$ cat config.mk
export PLATFORM = sky130hd
export DESIGN_NAME = uart_axi_master_flat
export DESIGN_NICKNAME = d
export VERILOG_FILES = /design/src/rtl/uart_axi_master_if.sv /design/src/rtl/uart_axi_master.sv /design/src/flat_wrapper.sv
export SDC_FILE = /design/constraint.sdc
export NUM_CORES = 1
export LEC_CHECK = 0
export ABC_AREA = 1
export CAP_MARGIN = 20
export CELL_PAD_IN_SITES_DETAIL_PLACEMENT = 2
export CELL_PAD_IN_SITES_GLOBAL_PLACEMENT = 2
export CORE_ASPECT_RATIO = 1.5
export CORE_UTILIZATION = 24
export DETAILED_ROUTE_END_ITERATION = 6
export GPL_TIMING_DRIVEN = 0
export PLACE_DENSITY_LB_ADDON = 0.1
export RECOVER_POWER = 50
export SYNTH_ARGS = -nofsm -noshare
export SYNTH_HDL_FRONTEND = slang
export SYNTH_SLANG_ARGS = --single-unit
$ cat constraint.sdc
create_clock -name clk -period 1.5 [get_ports clk]
set_input_delay 0.15 -clock clk [delete_from_list [all_inputs] [get_ports clk]]
set_output_delay 0.15 -clock clk [all_outputs]
set_load 0.03 [all_outputs]
$ cat src/rtl/uart_axi_master_if.sv
// rtl/uart_axi_master_if.sv - AXI4-Lite bus bundle between uart_axi_master and the AXI UART Lite core
interface uart_axi_master_if;
    logic [3:0]  araddr;
    logic        arvalid;
    logic        arready;
    logic [31:0] rdata;
    logic [1:0]  rresp;
    logic        rvalid;
    logic        rready;
    logic [3:0]  awaddr;
    logic        awvalid;
    logic        awready;
    logic [31:0] wdata;
    logic [3:0]  wstrb;
    logic        wvalid;
    logic        wready;
    logic [1:0]  bresp;
    logic        bvalid;
    logic        bready;

    modport master (
        output araddr, arvalid, rready, awaddr, awvalid, wdata, wstrb, wvalid, bready,
        input  arready, rdata, rresp, rvalid, awready, wready, bresp, bvalid
    );

    modport slave (
        input  araddr, arvalid, rready, awaddr, awvalid, wdata, wstrb, wvalid, bready,
        output arready, rdata, rresp, rvalid, awready, wready, bresp, bvalid
    );
endinterface

$ cat src/rtl/uart_axi_master.sv
// rtl/uart_axi_master.sv - byte-level AXI4-Lite master polling STAT and moving bytes through the UART Lite FIFOs
module uart_axi_master #(
    parameter logic [31:0] TIMEOUT_CYCLES = 32'd10_000_000
) (
    input  logic              clk,
    input  logic              rst,
    input  logic              axi_re,
    input  logic              axi_we,
    input  logic [1:0]        axi_sel,
    input  logic [7:0]        tx_data,
    output logic [7:0]        rx_data,
    output logic              axi_r_success,
    output logic              axi_r_timeout,
    output logic              axi_w_success,
    output logic              axi_w_busy,
    uart_axi_master_if.master m_axi
);
    localparam logic [3:0] ADDR_RX   = 4'h0;
    localparam logic [3:0] ADDR_TX   = 4'h4;
    localparam logic [3:0] ADDR_STAT = 4'h8;
    localparam logic [1:0] RESP_OKAY = 2'b00;

    typedef enum logic [3:0] {
        IDLE, RS_AR, RS_R, RX_AR, RX_R, WS_AR, WS_R, W_AW, W_B
    } state_t;

    state_t      state;
    logic [31:0] counter;
    logic        armed;
    logic [7:0]  sel_byte;
    logic        r_ok;
    logic        rx_done_ok;
    logic        aw_done;
    logic        w_done;
    logic        unused_rdata_hi;

    always_comb begin
        sel_byte = 8'h00;
        case (axi_sel)
            2'b00:   sel_byte = 8'h99;
            2'b01:   sel_byte = 8'haa;
            2'b10:   sel_byte = tx_data;
            default: sel_byte = 8'h00;
        endcase
    end

    // rready is held for the whole R state, so rvalid there is the handshake
    assign r_ok            = (m_axi.rresp == RESP_OKAY);
    assign rx_done_ok      = (state == RX_R) && m_axi.rvalid && r_ok;
    assign aw_done         = !m_axi.awvalid || m_axi.awready;
    assign w_done          = !m_axi.wvalid || m_axi.wready;
    assign unused_rdata_hi = ^m_axi.rdata[31:8];

    always_ff @(posedge clk or negedge rst) begin
        if (!rst) begin
            state         <= IDLE;
            rx_data       <= 8'h00;
            axi_r_success <= 1'b0;
            axi_w_success <= 1'b0;
            axi_w_busy    <= 1'b0;
            m_axi.araddr  <= 4'h0;
            m_axi.arvalid <= 1'b0;
            m_axi.rready  <= 1'b0;
            m_axi.awaddr  <= 4'h0;
            m_axi.awvalid <= 1'b0;
            m_axi.wdata   <= 32'h0;
            m_axi.wstrb   <= 4'h0;
            m_axi.wvalid  <= 1'b0;
            m_axi.bready  <= 1'b0;
        end else begin
            axi_r_success <= 1'b0;
            axi_w_success <= 1'b0;
            m_axi.awaddr  <= ADDR_TX;
            m_axi.wstrb   <= 4'h1;
            case (state)
                IDLE: begin
                    if (axi_we) begin
                        m_axi.wdata   <= {24'h0, sel_byte};
                        m_axi.araddr  <= ADDR_STAT;
                        m_axi.arvalid <= 1'b1;
                        axi_w_busy    <= 1'b1;
                        state         <= WS_AR;
                    end else if (axi_re) begin
                        m_axi.araddr  <= ADDR_STAT;
                        m_axi.arvalid <= 1'b1;
                        axi_w_busy    <= 1'b1;
                        state         <= RS_AR;
                    end
                end
                RS_AR, RX_AR, WS_AR: begin
                    if (m_axi.arready) begin
                        m_axi.arvalid <= 1'b0;
                        m_axi.rready  <= 1'b1;
                        state <= (state == RS_AR) ? RS_R : (state == RX_AR) ? RX_R : WS_R;
                    end
                end
                RS_R: begin
                    if (m_axi.rvalid) begin
                        m_axi.rready <= 1'b0;
                        if (r_ok && m_axi.rdata[0]) begin
                            m_axi.araddr  <= ADDR_RX;
                            m_axi.arvalid <= 1'b1;
                            state         <= RX_AR;
                        end else begin
                            axi_w_busy <= 1'b0;
                            state      <= IDLE;
                        end
                    end
                end
                RX_R: begin
                    if (m_axi.rvalid) begin
                        m_axi.rready  <= 1'b0;
                        rx_data       <= m_axi.rdata[7:0];
                        axi_r_success <= r_ok;
                        axi_w_busy    <= 1'b0;
                        state         <= IDLE;
                    end
                end
                WS_R: begin
                    if (m_axi.rvalid) begin
                        m_axi.rready <= 1'b0;
                        // bit 3 of STAT is TX FIFO full: keep polling until there is room
                        if (r_ok && !m_axi.rdata[3]) begin
                            m_axi.awvalid <= 1'b1;
                            m_axi.wvalid  <= 1'b1;
                            state         <= W_AW;
                        end else begin
                            m_axi.araddr  <= ADDR_STAT;
                            m_axi.arvalid <= 1'b1;
                            state         <= WS_AR;
                        end
                    end
                end
                W_AW: begin
                    if (m_axi.awready) m_axi.awvalid <= 1'b0;
                    if (m_axi.wready)  m_axi.wvalid  <= 1'b0;
                    if (aw_done && w_done) begin
                        m_axi.bready <= 1'b1;
                        state        <= W_B;
                    end
                end
                W_B: begin
                    if (m_axi.bvalid) begin
                        m_axi.bready <= 1'b0;
                        if (m_axi.bresp == RESP_OKAY) begin
                            axi_w_success <= 1'b1;
                            axi_w_busy    <= 1'b0;
                            state         <= IDLE;
                        end else begin
                            m_axi.araddr  <= ADDR_STAT;
                            m_axi.arvalid <= 1'b1;
                            state         <= WS_AR;
                        end
                    end
                end
                default: begin
                    axi_w_busy <= 1'b0;
                    state      <= IDLE;
                end
            endcase
        end
    end

    // Idle-gap watchdog: only armed once a session has delivered a byte
    always_ff @(posedge clk or negedge rst) begin
        if (!rst) begin
            counter       <= 32'h0;
            armed         <= 1'b0;
            axi_r_timeout <= 1'b0;
        end else begin
            axi_r_timeout <= 1'b0;
            if (!axi_re) begin
                counter <= 32'h0;
                armed   <= 1'b0;
            end else if (rx_done_ok) begin
                counter <= 32'h0;
                armed   <= 1'b1;
            end else if (armed) begin
                if (counter == TIMEOUT_CYCLES - 32'd1) begin
                    axi_r_timeout <= 1'b1;
                    counter       <= 32'h0;
                    armed         <= 1'b0;
                end else begin
                    counter <= counter + 32'd1;
                end
            end
        end
    end
endmodule
$ cat src/flat_wrapper.sv
// flat-port wrapper written by rule: the top's interface ports become plain ports
module uart_axi_master_flat 
#(
    parameter logic [31:0] TIMEOUT_CYCLES = 32'd10_000_000
)
  (clk, rst, axi_re, axi_we, axi_sel, tx_data, rx_data, axi_r_success, axi_r_timeout, axi_w_success, axi_w_busy, m_axi_araddr, m_axi_arvalid, m_axi_rready, m_axi_awaddr, m_axi_awvalid, m_axi_wdata, m_axi_wstrb, m_axi_wvalid, m_axi_bready, m_axi_arready, m_axi_rdata, m_axi_rresp, m_axi_rvalid, m_axi_awready, m_axi_wready, m_axi_bresp, m_axi_bvalid);
  uart_axi_master_if m_axi_i ();
  input  logic clk;
  input  logic rst;
  input  logic axi_re;
  input  logic axi_we;
  input  logic [1:0] axi_sel;
  input  logic [7:0] tx_data;
  output logic [7:0] rx_data;
  output logic axi_r_success;
  output logic axi_r_timeout;
  output logic axi_w_success;
  output logic axi_w_busy;
  output wire logic [$bits(m_axi_i.araddr)-1:0] m_axi_araddr;
  output wire logic [$bits(m_axi_i.arvalid)-1:0] m_axi_arvalid;
  output wire logic [$bits(m_axi_i.rready)-1:0] m_axi_rready;
  output wire logic [$bits(m_axi_i.awaddr)-1:0] m_axi_awaddr;
  output wire logic [$bits(m_axi_i.awvalid)-1:0] m_axi_awvalid;
  output wire logic [$bits(m_axi_i.wdata)-1:0] m_axi_wdata;
  output wire logic [$bits(m_axi_i.wstrb)-1:0] m_axi_wstrb;
  output wire logic [$bits(m_axi_i.wvalid)-1:0] m_axi_wvalid;
  output wire logic [$bits(m_axi_i.bready)-1:0] m_axi_bready;
  input wire logic [$bits(m_axi_i.arready)-1:0] m_axi_arready;
  input wire logic [$bits(m_axi_i.rdata)-1:0] m_axi_rdata;
  input wire logic [$bits(m_axi_i.rresp)-1:0] m_axi_rresp;
  input wire logic [$bits(m_axi_i.rvalid)-1:0] m_axi_rvalid;
  input wire logic [$bits(m_axi_i.awready)-1:0] m_axi_awready;
  input wire logic [$bits(m_axi_i.wready)-1:0] m_axi_wready;
  input wire logic [$bits(m_axi_i.bresp)-1:0] m_axi_bresp;
  input wire logic [$bits(m_axi_i.bvalid)-1:0] m_axi_bvalid;
  assign m_axi_araddr = m_axi_i.araddr;
  assign m_axi_arvalid = m_axi_i.arvalid;
  assign m_axi_rready = m_axi_i.rready;
  assign m_axi_awaddr = m_axi_i.awaddr;
  assign m_axi_awvalid = m_axi_i.awvalid;
  assign m_axi_wdata = m_axi_i.wdata;
  assign m_axi_wstrb = m_axi_i.wstrb;
  assign m_axi_wvalid = m_axi_i.wvalid;
  assign m_axi_bready = m_axi_i.bready;
  assign m_axi_i.arready = m_axi_arready;
  assign m_axi_i.rdata = m_axi_rdata;
  assign m_axi_i.rresp = m_axi_rresp;
  assign m_axi_i.rvalid = m_axi_rvalid;
  assign m_axi_i.awready = m_axi_awready;
  assign m_axi_i.wready = m_axi_wready;
  assign m_axi_i.bresp = m_axi_bresp;
  assign m_axi_i.bvalid = m_axi_bvalid;
  uart_axi_master #(.TIMEOUT_CYCLES(TIMEOUT_CYCLES)) u_core (.clk(clk), .rst(rst), .axi_re(axi_re), .axi_we(axi_we), .axi_sel(axi_sel), .tx_data(tx_data), .rx_data(rx_data), .axi_r_success(axi_r_success), .axi_r_timeout(axi_r_timeout), .axi_w_success(axi_w_success), .axi_w_busy(axi_w_busy), .m_axi(m_axi_i));
endmodule
# == Word level (Yosys, flattened, before mapping) ==
# Index checks and enable logic that the tools add are counted.
# classes
n_addsub,1
multipliers,0
div,0
order_cmp,0
eq_ne,28
shift,0
mux,68
bitwise_logic,1
reduce_logical,32
# op_table
op,n
$mux W32,4
$mux W4,17
$mux W1,34
$add A32 B1 Y32 const B,1
$eq A32 B24 Y1 const B,1
$pmux W4 S7,1
$pmux W8 S3,1
$ne A2 B2 Y1 const B,10
$eq A4 B3 Y1 const B,4
$pmux W4 S4,1
$reduce_and A7 Y1,2
$ne A2 B1 Y1 const B,5
$pmux W1 S5,2
$reduce_and A9 Y1,1
$eq A4 B2 Y1 const B,2
$pmux W1 S2,4
$reduce_and A4 Y1,2
$reduce_and A8 Y1,1
$logic_not A2 Y1,3
$mux W2,3
$reduce_and A3 Y1,2
$reduce_bool A2 Y1,3
$reduce_or A3 Y1,2
$logic_and A1 B1 Y1,5
other kinds (15),19
# word_totals
register_bits,67
latch_bits,0
ram_bits,0
rom_bits,0
input_bits,55
output_inout_bits,61
memories,0

# == Depth between registers and ports, before layout ==
# Gate-level depths: netlist of run 1.
# depth
ltp_word,5
depth_mapped,11
mapped_depth_nobuf,10

# == Worst setup path after synthesis of run 1 ==
# OpenSTA, ideal clock, no wires.
# synth_path
kind,register -> register
start,register u_core.counter[0]
end,register u_core.counter[3]
setup_ns,0.120
arrival_time_ns,1.344
required_time_ns,1.380
slack_ns,0.037
path_stages_with_launch,12
path_cell_list,dfrtp_1 -> ha_1 -> nand2_2 -> inv_2 -> nand2_2 -> nor2_4 -> nand3_2 -> nor2_4 -> nor2_4 -> buf_6 -> nand2_2 -> o21ai_2
# synth_between
elab_chain_cells,5
# synth_lines
element,line,text
from (decl),uart_axi_master.sv:28,logic [31:0] counter;
from (signal assigned),uart_axi_master.sv:184,counter <= counter + 32'd1;
$add A32 B1 Y32 / $eq A32 B24 Y1 (equally long branches),"uart_axi_master.sv:184, uart_axi_master.sv:179",
$mux W32 *,uart_axi_master.sv:179,if (counter == TIMEOUT_CYCLES - 32'd1) begin
$mux W32 *,uart_axi_master.sv:178,end else if (armed) begin
$mux W32 *,uart_axi_master.sv:175,end else if (rx_done_ok) begin
$mux W32 *,uart_axi_master.sv:172,if (!axi_re) begin
# Mark *: on every way between the ends. The rest lies on a longest branch, timed or not. The select of a mux whose other input is x is not followed.
# A chain may end at the register's enable or synchronous reset.

# == Worst setup path in the final report of run 1 ==
# layout_path
start,register u_core.counter[1]
end,register u_core.counter[20]
# Same word-level chain as after synthesis.

==> metrics.yaml, run 1 <==
status: "finished with violations"
violations: "setup timing"
synth-seq-cells: 64
synth_top_area_frac: 0.375
die_w_um: 111
worst_path_max_delay_cell: "dfrtp_2"
area_delta_synth_final_pct: 41.6
critical_path.most_common_cell: "nor2_4"
finalClockSkew_ps: 10.8
grt_max_degree: 34
cts_buffers: 9
drt_iter0_drc: 58
cts.reportedPaths.clkPinSlew_ps: 60
gr-usage-all-layers: 0.170
tightest_slew_ps: 969
maxCapViolations: 0
insertion_delay_ps: 340
arrival_ps: 1900
die_area_um2: 18300
critPathLaunchType: "register"
synth.area.top_cells: "dfrtp_1 (38%), nand2_1 (14%), buf_4 (6.2%), inv_1 (5.1%), nor2_1 (4.8%)"
io_pins: 116
cpPeakStageDelay_ps: 430
vias: 4146
cts_sinks: 64
syn_area_um2: 4270
rsz0062_at_grt: "true"
dpl_cell_area_um2: 5250
hold_depth: 3
max_freq_mhz: 617
crit_chain: "ha_4 -> nand2_4 -> inv_4 -> nand2_4 -> nor2_4 -> nand3_4 -> nor2_4 -> nor2_4 -> buf_8 -> nand3_2 -> nand2_1"
worstRegToRegCells: 11
first_global_vias: 4485
setup_viol: 33
yosys.area.top_type: "dfrtp_1"
dr.max_layer_used: "met4"
relSlewSlack: 0.354
fin_hold_ws_ps: 359
syn_inst: 569
io_buffers: 58
row_count: 59
synth.distinct_cells: 36
met1_length_mm: 5.47
synth_edf_count: 0
drv_slew: 0
finalHoldViolations: 0
start_util: 0.246
async_flop_share: 1.00
yosys_warnings: 0
synth_seq_area_share: 0.375
netlist_top_cells_count: "nand2_1 (161), dfrtp_1 (64), inv_1 (58)"
antenna_cells: 0
antenna_found_initial: 0
vias_per_cell: 4.53
drive_gt1_frac: 0.299
yosysMostFrequentCell: "nand2_1"
cp.required_ps: 1780
clk_path_buf_depth: 2
overflow: 0
cts_root_buf: "clkbuf_16"
min_path_type: "input port to register"
gp_congestion: 0.795
nets: 754
power_uw: 8030
cp-end-kind: "register"
dr_wl_met3_um: 336
cts_max_level: 3
cellLeakagePower_uw: 0.00298
wl_per_cell_um: 16.9
totalWireLength_mm: 15.5
drc: 0
cellPowerDensity_nw_per_um2: 1330
finalCritPeriodShare: 1.08
layout_setup_ws_ps: -121
wl_met2_mm: 9.37
synth_top_flop_cell: "dfrtp_1"
tritoncts: "built"
synth_area_per_cell_um2: 7.50
dp_hpwl_mm: 11.5
antenna_left: 0
first_pass_iters: 4
pre_cts_slack_ps: -419
fp.dieH_um: 165
cp_max_fo: 10
finalInstanceArea_um2: 6040
grt_pass1_wl_mm: 23.6
core_area_um2: 17300
peakVddDrop_mv: 0.706
period_minus_slack_ps: 1620
critical_path_class: "register to register"
==> through the flow <==
stage           util  setup TNS [ps]  instances
6_report       0.348           -2900        916
5_1_grt        0.348           -6950        916
4_1_cts        0.330           -5050        899
3_5_place_dp   0.303          -13860        873
3_3_place_gp   0.302         -168190        872
2_1_floorplan      -               0        601
==> per-layer routing <==
metal | track usage | vias up
met5 | 0 | -
met4 | 0.0648 | 0
met3 | 0.0270 | 22
met2 | 0.358 | 59
met1 | 0.160 | 2083
li1 | - | 1982
==> where the power goes <==
group          switching, uW  leakage (uW)  internal, uW
clock network            883      0.000161          1470
logic                   2110       0.00198          1280
registers                213      0.000834          2070
total                   3210       0.00298          4820
==> worst max-delay path: cells and delay by family (launching register included) <==
family / cells / cell delay, ps
AND/OR/NAND/NOR: 8 / 670
flip-flops: 1 / 430
buffers and inverters: 2 / 270
adder cells (fa/ha/maj): 1 / 180
==> timing repair <==
item	4_1_cts	5_1_grt
hold buffers	1	0
pin swaps	5	22
setup endpoints to repair	84	53
buffers inserted	9	18
gates resized for setup	60	54
hold endpoints to repair	32	0
==> worst paths after layout <==
check / from / to / slack [ps]
worst max-delay path: u_core.counter[1] / u_core.counter[20] / -120
worst max register to register: u_core.counter[1] / u_core.counter[20] / -120
worst min register to register: u_core.m_axi.arvalid / u_core.m_axi.arvalid / 470
worst min-delay path: m_axi_rvalid / u_core.axi_r_success / 360
max in group asynchronous: rst / u_core.counter[15] / 200
min in group asynchronous: rst / u_core.m_axi.awvalid / 490
==> kinds of logic after synthesis <==
| group | Yosys count | share of synthesized area |
|---|---|---|
| AOI/OAI and AO/OA | 47 | 0.0701 |
| and+or+nand+nor | 329 | 0.370 |
| other | 2 | 0.00176 |
| xor gates and xnor gates | 10 | 0.0205 |
| buffers and inverters | 109 | 0.140 |
| DFF | 64 | 0.375 |
| muxes | 7 | 0.0185 |
| adders and majority gates | 1 | 0.00293 |
==> flip-flops by register name, summed over array words and instances, names as in the netlist, 4 cells and up <==
signal and flops:
u_core.counter 32, u_core.m_axi.wdata 8, u_core.rx_data 8, u_core.state 4
==> placed cells by master (no fill, tap or decap), drive strengths merged, types with 4 or more instances in the layout <==
cell type	n
dlygate4sd2	28
mux2	7
conb	34
inv	69
nor2	71
o21ai	28
nand3	55
clkdlybuf4s50	28
a21oi	8
xor2	10
clkbuf	10
nand2	179
nand4	12
nor3	8
dfrtp	64
buf	70
a21o	4
==> final cells by class <==
type                       count  area, um2
inverter                      66        260
multi-input combinational    428       2420
timing repair buffer          87        802
sequential                    64       1610
clock buffer                   9        225
clock inverter                 7        100
buffer                        42        358
fill                        1984      11300
tap                          213        267
No activity file was read; power rests on OpenSTA's default activity.
==> run 2: changes to the inputs <==
Settings changed: SKIP_LAST_GASP set to 1.
==> metrics.yaml, run 2 (synthesized netlist as in run 1, its figures left out) <==
status: "finished with violations"
violations: "setup timing"
pwr-share-clk: 0.295
insertion_delay_ps: 350
vias: 4120
die_area_um2: 18300
mostFrequentLayoutCell: "nand2_1"
power.switching_uw: 3210
netSwitchingFraction: 0.401
largest_reg_flops: 32
dp_hpwl_mm: 11.5
rsz0062_at_grt: "true"
finalSetupTns_ps: -3170
finalInstanceArea_um2: 6030
cp-end-kind: "register"
met3_usage: 0.0270
first_global_vias: 4485
io_pins: 116
pwr-share-seq: 0.285
internal_power_uw: 4790
area_delta_synth_final_pct: 41.2
clk_path_buf_depth: 2
gp_congestion: 0.795
core_area_um2: 17300
gr-usage-all-layers: 0.170
grt_pass1_wl_mm: 23.6
cts_buffers: 9
max_freq_mhz: 600
cp_max_fo: 7
cts.reportedPaths.clkPinSlew_ps: 60
pre_cts_slack_ps: -419
dpl_cell_area_um2: 5250
drc: 0
combPwrFrac: 0.420
drt_iter0_drc: 69
start_util: 0.246
reg_top3: "u_core.counter x32, u_core.m_axi.wdata x8, u_core.rx_data x8"
grt_max_degree: 34
fp.dieH_um: 165
period_minus_slack_ps: 1670
antenna_cells: 0
vias_per_cell: 4.50
overflow: 0
cts_root_buf: "clkbuf_16"
antenna_left: 0
critPathLaunchType: "register"
finalCritPeriodShare: 1.11
grt.busiest_layer: "met2"
finalHoldViolations: 0
cellLeakagePower_uw: 0.00298
layout_setup_ws_ps: -166
drive_gt1_frac: 0.296
relSlewSlack: 0.347
fin_util: 0.347
mostFrequentLayoutCells: "nand2_1 (148), dfrtp_1 (58), buf_4 (56), inv_1 (54), nor2_1 (44)"
die_w_um: 111
largest-register: "u_core.counter"
antenna_found_initial: 0
nets: 754
totalWireLength_mm: 15.5
row_count: 59
critical_path_class: "register to register"
min_path_type: "input port to register"
tightest_slew_ps: 979
wl_per_cell_um: 17.0
drv_slew: 0
gr-usage-met1: 0.160
cp.required_ps: 1700
first_pass_iters: 4
tritoncts: "built"
io_buffers: 58
arrival_ps: 1870
cts_max_level: 3
cellPowerDensity_nw_per_um2: 1330
cts_sinks: 64
finalClockSkew_ps: 13.2
peakVddDrop_mv: 0.706
setup_viol: 35
grt_util_met2: 0.358
maxCapViolations: 0
run 2: layout make-up:
class | instances | area, um2
Buffer | 42 | 358
Clock buffer | 9 | 225
Multi-Input combinational cell | 428 | 2400
Timing Repair Buffer | 87 | 802
Sequential cell | 64 | 1610
Clock inverter | 7 | 100
Tap cell | 213 | 267
Fill cell | 1988 | 11300
Inverter | 66 | 260
run 2: final timing paths:
check / from / to / slack [ps] / cells past startpoint
max in group asynchronous: rst / u_core.counter[15] / 190 / 3
hold / removal: m_axi_rvalid / u_core.axi_r_success / 350 / 3
setup / recovery: u_core.state[1] / u_core.state[0] / -170 / 8
min in group asynchronous: rst / u_core.m_axi.awvalid / 500 / 2
hold reg to reg: u_core.m_axi.arvalid / u_core.m_axi.arvalid / 470 / 2
setup reg to reg: u_core.state[1] / u_core.state[0] / -170 / 8
run 2: what timing repair did:
action                     4_1_cts  5_1_grt
hold buffers                     1        0
pin swaps                        5       20
setup endpoints to repair       84       53
setup buffers                    9       18
gates cloned                     0        0
hold endpoints to repair        32        0
gates resized for setup         60       50
run 2: per-layer routing:
metal,share of wire,vias up
li1,-,1983
met1,0.35,2059
met2,0.60,59
met3,0.022,19
met4,0.020,0
met5,0,-
run 2: critical path: stages, from the launching register on:
cell     delay, ps
dfrtp_1        380
buf_6          150
buf_6          120
nand2_4        100
nor2_4          50
buf_4          140
or2_2          300
nor2_1         180
o21ai_1        120
run 2: stage by stage:
step | std cells | power (uW) | hold slack, ps
after global routing | 916 | 8430 | 363
final | 916 | 8000 | 351
after detailed placement | 873 | 5240 | 165
after floorplan | 601 | 4100 | -146
after CTS | 899 | 7620 | 339
after global placement | 872 | 5150 | 462
run 2: power groups by stage:
stage	clock network (uW)	registers (uW)	logic [uW]
2_1_floorplan	0	2840	1260
5_1_grt	2490	2330	3610
4_1_cts	2450	2270	2900
6_report	2360	2280	3360
3_5_place_dp	0	2300	2940
3_3_place_gp	0	2290	2870
==> edit 1: new RTL, config.mk and constraints of run 1 <==
Make the reset (`rst`) synchronous in 2 clocked blocks.
--- a/src/rtl/uart_axi_master.sv
+++ b/src/rtl/uart_axi_master.sv
@@ -51,7 +51,7 @@
     assign w_done          = !m_axi.wvalid || m_axi.wready;
     assign unused_rdata_hi = ^m_axi.rdata[31:8];
 
-    always_ff @(posedge clk or negedge rst) begin
+    always_ff @(posedge clk) begin
         if (!rst) begin
             state         <= IDLE;
             rx_data       <= 8'h00;
@@ -162,7 +162,7 @@
     end
 
     // Idle-gap watchdog: only armed once a session has delivered a byte
-    always_ff @(posedge clk or negedge rst) begin
+    always_ff @(posedge clk) begin
         if (!rst) begin
             counter       <= 32'h0;
             armed         <= 1'b0;
Function: differs if rst is asserted again (counterexample within 4 cycles, from zero or initial values and one cycle with rst low); with rst held inactive, the same outputs for 10 cycles.
==> edit 1 against run 1 <==
Global-route usage increased by 1.3 points. Largest power group unchanged. The flow still finishes with violations (negative setup slack). Clock power down 16%. Core utilization is 1.1 points higher. Highest routed layer unchanged. Final area decreased by 4.2%. Sequential cell count stayed put. Final cell count grew 3.9%. Setup slack better by 0.062 ns. Sequential share of layout area shrank 3.6 points. Synthesized area shrank 7.6%. Wire length is 3.2% lower. Power down 18%.
==> edit 1: results (changes against run 1) <==
placed_design:
  dpl.cell_count: 908  # was 873
  dp_worst_setup_slack_ns: -0.3487  # was -0.4190 ns
  dp_hpwl_um: 11620  # was 11,550 um
finish:
  multi_input_area_mm2: 0.002514  # was 0.002421 mm2
  signal_buffers: 130  # was 129
  n_fill_cell: 1941  # was 1,984
  layout.cells.non_filler: 952  # was 916
  area_delta_synth_final_pct: 46.83  # was 41.61%
  drive_above_1_share_pct: 27.61  # was 29.87%
  n_all_inverters: 64  # was 66
  clk_share_pct: 4.735  # was 5.384%
  nets: 797  # was 754
  nClkBuffers: 10  # was 9
pwr:
  peakVddDrop_uv: 549.8  # was 706.3 uV
route:
  dr_wl_met2_um: 8958  # was 9370 um
  vias_per_cell: 4.488  # was 4.526
  drt_iter0_drc: 47  # was 58
  wl_met1_um: 5258  # was 5472 um
synth:
  synthTopCellsByArea: "dfxtp_1 (33%), nand2_1 (16%), nor2_1 (10%), buf_4 (6.9%), nand3_1 (6.1%)"  # was dfrtp_1 (38%), nand2_1 (14%), buf_4 (6.2%), inv_1 (5.1%), nor2_1 (4.8%)
  async_flop_share_pct: 0  # was 100.0%
  ys.flop_type: "dfxtp_1"  # was dfrtp_1
  seq_area_frac_synth_pct: 32.51  # was 37.54%
  synthTopCellsByCount: "nand2_1 (166), nor2_1 (107), dfxtp_1 (64)"  # was nand2_1 (161), dfrtp_1 (64), inv_1 (58)
  synth.distinct_cells: 39  # was 36
  syn_area_per_cell_um2: 6.429  # was 7.498 um2
sta:
  setup_viol: 17  # was 33
  finalClockSkew_ns: 0.006031  # was 0.01084 ns
  layout_setup_ws_ns: -0.05928  # was -0.1211 ns
  setup_tns_ns: -0.4660  # was -2.898 ns
min_path:
  min_to: "u_core.m_axi.wdata[6]"  # was u_core.axi_r_success
  worstHoldStart: "axi_we"  # was m_axi_rvalid
critical_path:
  rr_worst_depth: 8  # was 11
  crit_start: "u_core.counter[1]"  # unchanged
  crit_arrival_ns: 1.79  # was 1.90 ns
  regToRegEndpoint: "u_core.counter[20]"  # unchanged
grt:
  grt_pass1_vias: 4652  # was 4,485
  grt_pass1_wl_um: 23790  # was 23,620 um
  use_met2_pct: 37.04  # was 35.83%
  grt_max_degree: 13  # was 34
  grt_use_met3_pct: 3.070  # was 2.701%
outcome:
  violations: "negative setup slack"  # unchanged
  status: "finished with violations"  # unchanged
cts:
  postCtsSetupBuffers: 14  # was 9
  ctsResizeCount: 92  # was 60
-- edit 1: cells by family (layout without fill, tap and decap cells) --
group / Yosys count / count (layout) / share of synthesized area [%]
flip-flops: 64 / 64 / 32.51
XOR/XNOR: 9 / 9 / 2.000
AND/OR/NAND/NOR: 380 / 380 / 43.97
other: 1 / 33 / 0.09515
AO/OA/AOI/OAI: 49 / 49 / 6.667
buffers and inverters: 109 / 210 / 14.44
adder cells (fa/ha/maj): 1 / 1 / 0.3174
-- edit 1: where the power goes --
group	internal (W)	switching (W)	leakage [nW]	total, W
clock	0.00112	0.000857	0.125	0.00198
combinational	0.00101	0.00158	1.81	0.00259
sequential	0.00187	0.000170	0.533	0.00204
-- edit 1: critical path, cell delays in order, from the launching register on --
cell     delay, ns
dfxtp_4       0.36
ha_4          0.15
nand2_4       0.05
nor2_4        0.13
nand3_4       0.16
nor3_4        0.33
nand4_1       0.14
nand2_1       0.09
nor2_1        0.04
==> edit 2: new RTL, flow settings as in run 1 <==
Without the edit above. `TIMEOUT_CYCLES` is set to 32'd10_000_000 in 2 places; all go to 32'd5000000.
--- a/src/rtl/uart_axi_master.sv
+++ b/src/rtl/uart_axi_master.sv
@@ -1,6 +1,6 @@
 // rtl/uart_axi_master.sv - byte-level AXI4-Lite master polling STAT and moving bytes through the UART Lite FIFOs
 module uart_axi_master #(
-    parameter logic [31:0] TIMEOUT_CYCLES = 32'd10_000_000
+    parameter logic [31:0] TIMEOUT_CYCLES = 32'd5000000
 ) (
     input  logic              clk,
     input  logic              rst,
--- a/src/flat_wrapper.sv
+++ b/src/flat_wrapper.sv
@@ -1,7 +1,7 @@
 // flat-port wrapper written by rule: the top's interface ports become plain ports
 module uart_axi_master_flat 
 #(
-    parameter logic [31:0] TIMEOUT_CYCLES = 32'd10_000_000
+    parameter logic [31:0] TIMEOUT_CYCLES = 32'd5000000
 )
   (clk, rst, axi_re, axi_we, axi_sel, tx_data, rx_data, axi_r_success, axi_r_timeout, axi_w_success, axi_w_busy, m_axi_araddr, m_axi_arvalid, m_axi_rready, m_axi_awaddr, m_axi_awvalid, m_axi_wdata, m_axi_wstrb, m_axi_wvalid, m_axi_bready, m_axi_arready, m_axi_rdata, m_axi_rresp, m_axi_rvalid, m_axi_awready, m_axi_wready, m_axi_bresp, m_axi_bvalid);
   uart_axi_master_if m_axi_i ();
Behaviour: same outputs for any inputs over 10 cycles, from zero or initial values and one cycle with rst low; that may be too few to reach the edited logic, so the function may still have changed.
==> edit 2 against run 1 <==
The run still ends with negative setup slack left. Synthesized area is 5.3% lower. Power is 6.7% higher. Clock skew is 0.0035 ns lower. Wire length is 11% higher. Count of clock-buffer cells in the layout is 3 higher. Via count is 6.1% higher. Clock power hardly changed. Setup slack worse by 0.055 ns. Sequential power hardly changed. Synthesized cell count is 1.6% lower. Final area is 11% higher. Die area is 5.2% lower. Worst hold slack better by 0.021 ns. Sequential cell count stayed put.
==> edit 2: results (changes against run 1) <==
outcome:
  status: "finished with violations"  # unchanged
  violations: "negative setup slack"  # unchanged
grt:
  antenna_found_initial: 1  # was 0
  grt_max_degree: 43  # was 34
  track_usage_pct: 19.08  # was 16.96%
finish:
  n_fill_cell: 1852  # was 1,984
  multi_input_area_share_pct: 40.26  # was 40.07%
  final-seq-area_mm2: 0.001629  # was 0.001609 mm2
  nets: 790  # was 754
pwr:
  pwr-share-seq_pct: 26.6  # was 28.4%
  p_leak_nw: 3.100  # was 2.980 nW
  peakVddDrop_uv: 656.4  # was 706.3 uV
  cell_internal_pwr_w: 0.005216  # was 0.004818 W
synth:
  synthTopCellsByArea: "dfrtp_1 (40%), nand2_1 (16%), buf_4 (6.9%), nand3_1 (5.9%), nor2_1 (5.9%)"  # was dfrtp_1 (38%), nand2_1 (14%), buf_4 (6.2%), inv_1 (5.1%), nor2_1 (4.8%)
  synth.distinct_cells: 33  # was 36
critical_path:
  regToRegEndpoint: "u_core.m_axi.araddr[3]"  # was u_core.counter[20]
  reg2reg_from: "u_core.state[3]"  # was u_core.counter[1]
route:
  drt_iter0_drc: 95  # was 58
  wire_per_inst_um: 18.17  # was 16.93 um
min_path:
  min_to: "u_core.axi_w_success"  # was u_core.axi_r_success
sta:
  finalClockSkew_ns: 0.007371  # was 0.01084 ns
  setup_tns_ns: -2.731  # was -2.898 ns
  layout_setup_ws_ns: -0.1758  # was -0.1211 ns
  setup_viol: 40  # was 33
placed_design:
  dp_hpwl_um: 11160  # was 11,550 um
## edit 2: changes by cell type after synthesis, sizes merged, moves of 3 or more
cell,run 1,this run
o21ai,28,31
buf,43,40
nand3,55,52
nor2,71,74
nand4,12,9
inv,66,59
## edit 2: metrics by stage
stage          power [W]  area, um2  hold WS, ns  worst slack [ns]  std cells
6_report        0.008562       6694       0.3798           -0.1758        945
5_1_grt         0.008992       6694       0.4015           -0.2275        945
4_1_cts         0.007702       6005       0.2892           -0.1960        909
3_5_place_dp    0.005080       5024       0.1078           -0.4021        857
3_3_place_gp    0.004977       4999       0.4594            -2.351        856
2_1_floorplan   0.003985       4160      -0.1456           0.02601        592
## edit 2: logic make-up (layout without fill, tap and decap cells)
family / after synthesis / count (layout) / synth area share (%)
AOI/OAI and AO/OA: 45 / 45 / 6.039
adders and majority gates: 1 / 1 / 0.3096
other: 2 / 35 / 0.1859
and+or+nand+nor: 327 / 327 / 35.52
DFF: 64 / 64 / 39.64
muxes: 8 / 8 / 2.230
xor gates and xnor gates: 14 / 14 / 3.035
buffers and inverters: 99 / 245 / 13.04
## edit 2: repair_timing
item	CTS	global route
hold endpoints to repair	22	0
setup buffers	33	34
gates resized for setup	138	115
pin swaps	22	50
endpoints found under the setup margin	84	60
cloned	3	1
hold buffers	1	0
## edit 2: worst max-delay path, cell delays in order (launching register included)
cell	delay, ns
dfrtp_2	0.43
inv_4	0.11
buf_6	0.13
nand3_4	0.12
nor2_4	0.26
nand2_2	0.09
nand2_2	0.12
nor2_1	0.06
nand2_2	0.11
nand2_1	0.07
o21ai_1	0.08
## edit 2: metal layers
layer	GRT usage, %	wire, um
met1	18.52	5773
met4	10.59	603
met3	3.044	519
met5	0	0
met2	37.09	10270
